<file path="config.mk">
export PLATFORM = sky130hd
export DESIGN_NAME = seg_display_arbiter_flat
export DESIGN_NICKNAME = d
export VERILOG_FILES = /design/src/rtl/seg_display_arbiter_pkg.sv /design/src/rtl/seg_display_arbiter_if.sv /design/src/rtl/seg_display_arbiter_scan.sv /design/src/rtl/seg_display_arbiter.sv /design/src/flat_wrapper.sv
export SDC_FILE = /design/constraint.sdc
export NUM_CORES = 1
export LEC_CHECK = 0
export CORE_UTILIZATION = 54
export CTS_CLUSTER_SIZE = 14
export DETAILED_ROUTE_END_ITERATION = 8
export HOLD_SLACK_MARGIN = 0.06
export PLACE_DENSITY = 0.9
export SYNTH_ARGS = -nofsm -noshare
export SYNTH_HDL_FRONTEND = slang
export SYNTH_SLANG_ARGS = --single-unit
</file>
<file path="constraint.sdc">
create_clock -name clk -period 4.4 [get_ports clk]
set_clock_uncertainty 0.05 [all_clocks]
set_input_delay 0.88 -clock clk [delete_from_list [all_inputs] [get_ports clk]]
set_output_delay 0.88 -clock clk [all_outputs]
set_load 0.02 [all_outputs]
</file>
<file path="src/rtl/seg_display_arbiter_pkg.sv">
`default_nettype none
// ============================================================================
// Module   : seg_disp_pkg
// Brief    : Shared types and constants for the seven-segment display arbiter.
// Revision : 1.0
// ============================================================================
package seg_disp_pkg;

    typedef enum logic [1:0] {
        IDLE = 2'd0,
        HOLD = 2'd1,
        FREE = 2'd2
    } state_t;

    localparam int         NUM_REQ  = 3;
    localparam logic [1:0] NO_OWNER = 2'd3;
    localparam int         DIGITS   = 4;
    localparam int         DATA_W   = 16;

    // Rotating successor of a requester index; valid for owner 0..2, step 1..2.
    function automatic logic [1:0] next_owner(input logic [1:0] owner,
                                              input logic [1:0] step);
        logic [2:0] sum;
        sum = {1'b0, owner} + {1'b0, step};
        return (sum >= 3'd3) ? 2'(sum - 3'd3) : sum[1:0];
    endfunction

endpackage
`default_nettype wire

</file>
<file path="src/rtl/seg_display_arbiter_if.sv">
`default_nettype none
// ============================================================================
// Module   : seg_display_arbiter_if
// Brief    : Valid/ready request bus from the display requesters to the arbiter.
// Revision : 1.0
// ============================================================================
interface seg_display_arbiter_if;
    import seg_disp_pkg::*;

    logic [NUM_REQ-1:0]        req_valid;
    logic [NUM_REQ*DATA_W-1:0] req_data;
    logic [NUM_REQ-1:0]        req_ready;

    modport master (
        output req_valid,
        output req_data,
        input  req_ready
    );

    modport slave (
        input  req_valid,
        input  req_data,
        output req_ready
    );

endinterface
`default_nettype wire

</file>
<file path="src/rtl/seg_display_arbiter_scan.sv">
`default_nettype none
// ============================================================================
// Module   : seg_scan_timer
// Brief    : Free-running digit scan: SCAN_DIV cycles per digit, four digits.
// Revision : 1.0
// ============================================================================
module seg_scan_timer
    import seg_disp_pkg::*;
#(
    parameter int SCAN_DIV = 100000
) (
    input  logic       clk,
    input  logic       rst,
    output logic [1:0] o_digit_sel,
    output logic       o_tick
);

    localparam int SEL_W = $clog2(DIGITS);
    localparam int DIV_W = (SCAN_DIV > 1) ? $clog2(SCAN_DIV) : 1;
    localparam logic [DIV_W-1:0] c_DIV_LAST = DIV_W'(SCAN_DIV - 1);

    logic [DIV_W-1:0] r_div_cnt;
    logic [SEL_W-1:0] r_digit_sel;
    logic             w_tick;

    assign w_tick      = (r_div_cnt == c_DIV_LAST);
    assign o_tick      = w_tick;
    assign o_digit_sel = r_digit_sel;

    always_ff @(posedge clk) begin
        if (rst) begin
            r_div_cnt   <= '0;
            r_digit_sel <= '0;
        end else if (w_tick) begin
            r_div_cnt   <= '0;
            r_digit_sel <= r_digit_sel + 1'b1;
        end else begin
            r_div_cnt   <= r_div_cnt + 1'b1;
        end
    end

endmodule
`default_nettype wire

</file>
<file path="src/rtl/seg_display_arbiter.sv">
`default_nettype none
// ============================================================================
// Module   : seg_display_arbiter
// Brief    : Round-robin ownership of the 4-digit display with a minimum hold.
// Revision : 1.0
// ============================================================================
module seg_display_arbiter
    import seg_disp_pkg::*;
#(
    parameter int SCAN_DIV    = 100000,
    parameter int HOLD_CYCLES = 50000000
) (
    input  logic                  clk,
    input  logic                  rst,
    seg_display_arbiter_if.slave  bus,
    output logic [1:0]            cur_owner,
    output logic [3:0]            digit,
    output logic [3:0]            seg_en
);

    localparam int HOLD_W = (HOLD_CYCLES > 0) ? $clog2(HOLD_CYCLES + 1) : 1;
    localparam logic [HOLD_W-1:0] c_HOLD_LOAD  = HOLD_W'(HOLD_CYCLES);
    localparam state_t            c_GRANT_ST   = (HOLD_CYCLES == 0) ? FREE : HOLD;

    state_t              r_state;
    logic [DATA_W-1:0]   r_value;
    logic [1:0]          r_owner;
    logic [HOLD_W-1:0]   r_hold_cnt;

    logic [NUM_REQ-1:0]  w_ready;
    logic                w_xfer;
    logic [1:0]          w_gnt_idx;
    logic [DATA_W-1:0]   w_gnt_data;
    logic [1:0]          w_next1;
    logic [1:0]          w_next2;
    logic [1:0]          w_sel;
    logic                w_scan_tick_unused;

    seg_scan_timer #(
        .SCAN_DIV    (SCAN_DIV)
    ) u_scan (
        .clk         (clk),
        .rst         (rst),
        .o_digit_sel (w_sel),
        .o_tick      (w_scan_tick_unused)
    );

    // Grant selection; non-owners take priority over an owner rewrite in FREE.
    always_comb begin
        w_ready = '0;
        w_next1 = next_owner(r_owner, 2'd1);
        w_next2 = next_owner(r_owner, 2'd2);
        if (!rst) begin
            case (r_state)
                IDLE: begin
                    if (bus.req_valid[0])      w_ready = 3'b001;
                    else if (bus.req_valid[1]) w_ready = 3'b010;
                    else if (bus.req_valid[2]) w_ready = 3'b100;
                end
                HOLD: begin
                    if (bus.req_valid[r_owner]) w_ready[r_owner] = 1'b1;
                end
                FREE: begin
                    if (bus.req_valid[w_next1])      w_ready[w_next1] = 1'b1;
                    else if (bus.req_valid[w_next2]) w_ready[w_next2] = 1'b1;
                    else if (bus.req_valid[r_owner]) w_ready[r_owner] = 1'b1;
                end
                default: w_ready = '0;
            endcase
        end
    end

    assign bus.req_ready = w_ready;
    assign w_xfer        = |(bus.req_valid & w_ready);
    assign w_gnt_idx     = w_ready[2] ? 2'd2 : (w_ready[1] ? 2'd1 : 2'd0);

    always_comb begin
        case (w_gnt_idx)
            2'd1:    w_gnt_data = bus.req_data[31:16];
            2'd2:    w_gnt_data = bus.req_data[47:32];
            default: w_gnt_data = bus.req_data[15:0];
        endcase
    end

    always_ff @(posedge clk) begin
        if (rst) begin
            r_state    <= IDLE;
            r_value    <= '0;
            r_owner    <= NO_OWNER;
            r_hold_cnt <= '0;
        end else begin
            case (r_state)
                IDLE: begin
                    if (w_xfer) begin
                        r_value    <= w_gnt_data;
                        r_owner    <= w_gnt_idx;
                        r_hold_cnt <= c_HOLD_LOAD;
                        r_state    <= c_GRANT_ST;
                    end
                end
                HOLD: begin
                    // Owner rewrites update the value but never restart the hold.
                    if (w_xfer) r_value <= w_gnt_data;
                    if (r_hold_cnt <= HOLD_W'(1)) begin
                        r_hold_cnt <= '0;
                        r_state    <= FREE;
                    end else begin
                        r_hold_cnt <= r_hold_cnt - HOLD_W'(1);
                    end
                end
                FREE: begin
                    if (w_xfer) begin
                        r_value <= w_gnt_data;
                        if (w_gnt_idx != r_owner) begin
                            r_owner    <= w_gnt_idx;
                            r_hold_cnt <= c_HOLD_LOAD;
                            r_state    <= c_GRANT_ST;
                        end
                    end
                end
                default: r_state <= IDLE;
            endcase
        end
    end

    always_comb begin
        cur_owner = r_owner;
        seg_en    = 4'hF;
        digit     = 4'h0;
        if (r_state != IDLE) begin
            seg_en = ~(4'b0001 << w_sel);
            case (w_sel)
                2'd1:    digit = r_value[7:4];
                2'd2:    digit = r_value[11:8];
                2'd3:    digit = r_value[15:12];
                default: digit = r_value[3:0];
            endcase
        end
    end

endmodule
`default_nettype wire

</file>
<file path="src/flat_wrapper.sv">
// flat-port wrapper written by rule: the top's interface ports become plain ports
module seg_display_arbiter_flat import seg_disp_pkg::*;
#(
    parameter int SCAN_DIV    = 100000,
    parameter int HOLD_CYCLES = 50000000
)
  (clk, rst, cur_owner, digit, seg_en, bus_req_valid, bus_req_data, bus_req_ready);
  seg_display_arbiter_if bus_i ();
  input  logic clk;
  input  logic rst;
  output logic [1:0] cur_owner;
  output logic [3:0] digit;
  output logic [3:0] seg_en;
  input wire logic [$bits(bus_i.req_valid)-1:0] bus_req_valid;
  input wire logic [$bits(bus_i.req_data)-1:0] bus_req_data;
  output wire logic [$bits(bus_i.req_ready)-1:0] bus_req_ready;
  assign bus_i.req_valid = bus_req_valid;
  assign bus_i.req_data = bus_req_data;
  assign bus_req_ready = bus_i.req_ready;
  seg_display_arbiter #(.SCAN_DIV(SCAN_DIV), .HOLD_CYCLES(HOLD_CYCLES)) u_core (.clk(clk), .rst(rst), .bus(bus_i), .cur_owner(cur_owner), .digit(digit), .seg_en(seg_en));
endmodule
</file>
==> results of run 1 <==
## synth_stat cells (6+ instances only)
cell and n:
sky130_fd_sc_hd__xor2_1 9, sky130_fd_sc_hd__o21ai_0 15, sky130_fd_sc_hd__o22ai_1 17, sky130_fd_sc_hd__o31ai_1 20, sky130_fd_sc_hd__nor2_1 60, sky130_fd_sc_hd__a21oi_1 35
sky130_fd_sc_hd__dfxtp_1 65, sky130_fd_sc_hd__nand4_1 6, sky130_fd_sc_hd__nand2_1 32, sky130_fd_sc_hd__nor2b_1 6, sky130_fd_sc_hd__nand3_1 30, sky130_fd_sc_hd__nor4_1 8
sky130_fd_sc_hd__clkbuf_1 19, sky130_fd_sc_hd__inv_1 26, sky130_fd_sc_hd__a211oi_1 6, sky130_fd_sc_hd__ha_1 13, sky130_fd_sc_hd__or3_1 8, sky130_fd_sc_hd__nor3_1 16
sky130_fd_sc_hd__a2111oi_2 6, sky130_fd_sc_hd__or4_1 6
## area by class of cell
type	instances	area [um2]	share of cell area (%)
clock inverter	5	86.3	1.69
sequential	65	1300	25.5
multi-input combinational	388	2610	51.1
clock buffer	11	151	2.96
inverter	27	101	1.98
tap	99	124	2.43
timing repair buffer	76	733	14.4
## layer usage
layer  GRT usage [%]  vias to the layer above
met5               0                        -
met4            9.54                        0
met3            5.50                       12
met2            45.5                      152
met1            32.8                     1940
li1                -                     2030
## logic make-up after synthesis
group                      count (synthesis)
AOI/OAI and AO/OA                        152
xor gates and xnor gates                  14
adders and majority gates                 13
buffers and inverters                     59
DFF                                       65
muxes                                      7
and+or+nand+nor                          202
## registers in the layout, summed over array words and instances, names as in the netlist
| register | flops |
|---|---|
| u_core.u_scan.r_div_cnt | 17 |
| u_core.cur_owner | 2 |
| u_core.r_state | 2 |
| u_core.r_value | 16 |
| u_core.u_scan.o_digit_sel | 2 |
| u_core.r_hold_cnt | 26 |
## worst max path at each step
stage	start	to	slack (ns)	depth (start not counted)
6_report	u_core.cur_owner[1]	bus_req_ready[0]	0.29	8
5_1_grt	u_core.cur_owner[1]	bus_req_ready[0]	0.04	8
4_1_cts	u_core.cur_owner[1]	bus_req_ready[0]	0.27	8
3_5_place_dp	bus_req_valid[2]	bus_req_ready[0]	0.30	8
3_3_place_gp	bus_req_valid[2]	bus_req_ready[0]	0.35	8
2_1_floorplan	u_core.cur_owner[1]	bus_req_ready[2]	0.95	10
## power groups by stage
stage	Sequential [mW]	Combinational, mW	Clock, mW
2_1_floorplan	0.789	0.651	0
3_3_place_gp	0.819	0.796	0
3_5_place_dp	0.825	0.816	0
4_1_cts	0.812	0.822	0.602
5_1_grt	0.832	0.916	0.632
6_report	0.816	0.829	0.598
## critical path, delay by kind of cell (launching register included)
| kind | cells | cell delay, ns |
|---|---|---|
| AO/OA/AOI/OAI | 2 | 0.41 |
| adder cells (fa/ha/maj) | 1 | 0.46 |
| buffers and inverters | 1 | 0.63 |
| flip-flops | 1 | 0.58 |
| multiplexers | 1 | 0.34 |
| AND/OR/NAND/NOR | 3 | 0.42 |
## per-stage QoR
step	total power [mW]	utilization, %	hold slack (ns)
after global routing	2.38	69.3	0.432
after detailed placement	1.64	66.1	0.388
final	2.24	69.3	0.404
after global placement	1.62	66.1	0.378
after floorplan	1.44	-	0.368
after CTS	2.24	69.3	0.408
==> impl_summary.md, run 1 <==
Place
Summed over all nets, the half-perimeter wirelength after detailed placement is 7370 um. The number of instances in the placed design is 655. The port buffer count is 65. Summing all placed instances gives a cell area of 4870 um2. Prior to clock tree synthesis, the placed netlist has a worst setup slack of 0.303 ns. The congestion estimate from routability-driven global placement came to 0.887.

Cells and area
The final cell count without fillers is 671. The filler cell count in the final layout is 589. The repair_antennas step left the layout with diodes totalling 0. Relative to the synthesized area, the layout overhead comes to 22.3%. The final instance area is 5110 um2. The top cell types in the final layout, fill and taps aside, are sky130_fd_sc_hd__clkdlybuf4s50_1 (65), sky130_fd_sc_hd__dfxtp_1 (65), sky130_fd_sc_hd__nor2_1 (60). The fraction of layout cells with a size suffix above 1 is 10.7%.

The final layout contains 633 nets.

Global route
The first global-routing pass estimated 18000 um of wire. Global routing finished with a remaining overflow of 0. The global-route usage over all layers is 26.5%.

The number of global-route vias before repair is 4012. The largest net degree at the start of global routing is 33. The number of antenna violations at the first check in global routing is 0.

Synthesis
The share of synthesized area in the top cell type comes to 31.2%. The area fraction in compound gates after synthesis is 28.9%. Synthesis inferred 65 register bits. The proportion of register bits with asynchronous set or reset after synthesis is 0%.

In this run, distinct cell masters in the synthesized netlist total 70. The gate count of the mapped netlist is 512. A synthesized cell averages 8.15 um2. The xor-xnor portion of the synthesized cell area is 2.94%. The adder and majority gate portion of the synthesized area is 3.90%.

Of the synthesized area, sequential elements account for 31.2%. By area, the combinational part of the netlist is dominated by compound AO/OA/AOI/OAI gates. The net count of the mapped netlist is 578. The synthesized design contains 0 enable-type register cells. The portion of netlist area occupied by mux cells is 1.86%. By area the synthesized netlist is led by sky130_fd_sc_hd__dfxtp_1 (31%), sky130_fd_sc_hd__nor2_1 (5.4%), sky130_fd_sc_hd__a21oi_1 (4.2%), sky130_fd_sc_hd__ha_1 (3.9%), sky130_fd_sc_hd__nand3_1 (3.6%).

The Yosys warning count is 0. In the synthesized netlist the dominant register cell turns out to be sky130_fd_sc_hd__dfxtp_1. Summing every instance area after synthesis gives 4180 um2.

The biggest area contributor in the post-synthesis netlist is sky130_fd_sc_hd__dfxtp_1. The synthesized netlist devotes 24.7% of its cell area to simple gates.

STA
Setup violations remaining at the end of the flow were counted as 0. Measured against its own limit, the worst slew margin works out to 43.4%. The count of final max-slew check failures came to 0.

Setup repair after global routing left no endpoint under its margin. The transition time at the pin with the least slew margin is 0.841 ns. The share of the cycle needed by the critical path after routing is 93.5%.

The final hold violation count is 0. In the final timing run, aggregate negative setup slack is 0 ns. The upper clock frequency limit is 0.243 GHz. The final period demand of the worst path is 4.11 ns.

Setup slack closes at 0.286 ns.

Floorplanning
The initial utilization of the core area, before any placement, comes to 56.7%. The floorplan step defined a die boundary enclosing 8090 um2. The overall die height is 89.9 um.

The standard cell core area is 7370 um2. The die span in x is 89.9 um. The floorplan has 31 rows.

66 I/O pins were placed.

Status
The run finished with clean final reports.

Worst setup path
The delay of the slowest cell on the worst path is 0.63 ns. The depth of the worst register-to-register path is 9. On the critical path, the stage with the largest delay is an instance of sky130_fd_sc_hd__clkdlybuf4s50_1. The setup check on the worst reg-to-reg path leaves a slack of 0.73 ns.

The setup path with the least slack is of type flip-flop to primary output. Data on the critical path arrives at its endpoint at 3.18 ns. The end of the worst register-to-register path is u_core.r_hold_cnt[7].

By instance count, the cell type seen most on the critical path is sky130_fd_sc_hd__nor3_1. The launching point of the worst reg2reg path is u_core.cur_owner[1]. The critical path goes through ha_1 -> mux2_4 -> a21oi_1 -> a311oi_1 -> nor3_1 -> nor2_1 -> nor3_1 -> clkdlybuf4s50_1.

The top fanout value on the critical path is 11. The kind of start point of the critical path is a flip-flop. The required time at the worst-slack endpoint is 3.47 ns.

The worst setup path is captured at a primary output.

Routing
The pre-antenna-repair detailed-routing pass consisted of 6 iterations. In the routed design, unresolved DRC markers number 0. Detailed routing inserted a total of 4134 vias. The initial detailed-routing violation count is 293. The sum of met2 wire segment lengths after detailed routing is 5160 um.

The top routing layer in use is met4. The vias per cell is 6.16. The count of nets left with antenna violations once routing finished came out at 0. After detailed routing, the wire length on met1 is 4530 um. The routed design uses 604 um of met3 wire.

In the final routed layout, each cell accounts on average for 15.5 um. After detailed routing, the total wire length is 10400 um.

Power
The power density over the cells is 439 nW/um2. The static leakage is 1.81 nW. Registers are responsible for 36.4% of the overall power.

IR analysis of the VDD net gives a maximum drop of 219 uV. The proportion of total power due to net switching is 37.5%. The power share of the clock group is 26.7%. The combinational group share of total power is 37.0%.

The internal power summed over all cells is 1.40 mW. The analysis attributes to net switching a power of 842 uW.

Clocking
The post-cts gate resize count is 0. TritonCTS created 9 clock buffers. The H-tree generated during clock tree synthesis spans 3 levels. The hold-fix buffer count after cts is 0. After clock tree synthesis, the clock-pin slew on the worst setup and hold paths is 0.08 ns.

For the worst-skew pair, the clock arrives at the later sink with an insertion delay of 0.35 ns. The clock sink count is 65. CTS placed an instance of sky130_fd_sc_hd__clkbuf_8 at the clock tree root.

The maximum buffer depth of the clock tree is 2. The CTS tree is done. The number of setup buffers added after CTS is 0.

Min path
The type of the tightest min-delay check is flip-flop to flip-flop. The worst hold path begins at u_core.u_scan.r_div_cnt[0]. The number of cells traversed by the worst hold path is 1. The worst hold path terminates at u_core.u_scan.r_div_cnt[0].

Job
The tool flagged a number of max-cap violations equal to 0.
Note: power is estimated with default switching activity, not from simulation.
==> inputs of run 2 (changes only) <==
--- a/config.mk
+++ b/config.mk
@@ -10,6 +10,7 @@
 export DETAILED_ROUTE_END_ITERATION = 8
 export HOLD_SLACK_MARGIN = 0.06
 export PLACE_DENSITY = 0.9
+export SLEW_MARGIN = 10
 export SYNTH_ARGS = -nofsm -noshare
 export SYNTH_HDL_FRONTEND = slang
 export SYNTH_SLANG_ARGS = --single-unit
==> results of run 2 <==
Same layout as run 1: the final DEF is identical, and so are final timing and power.
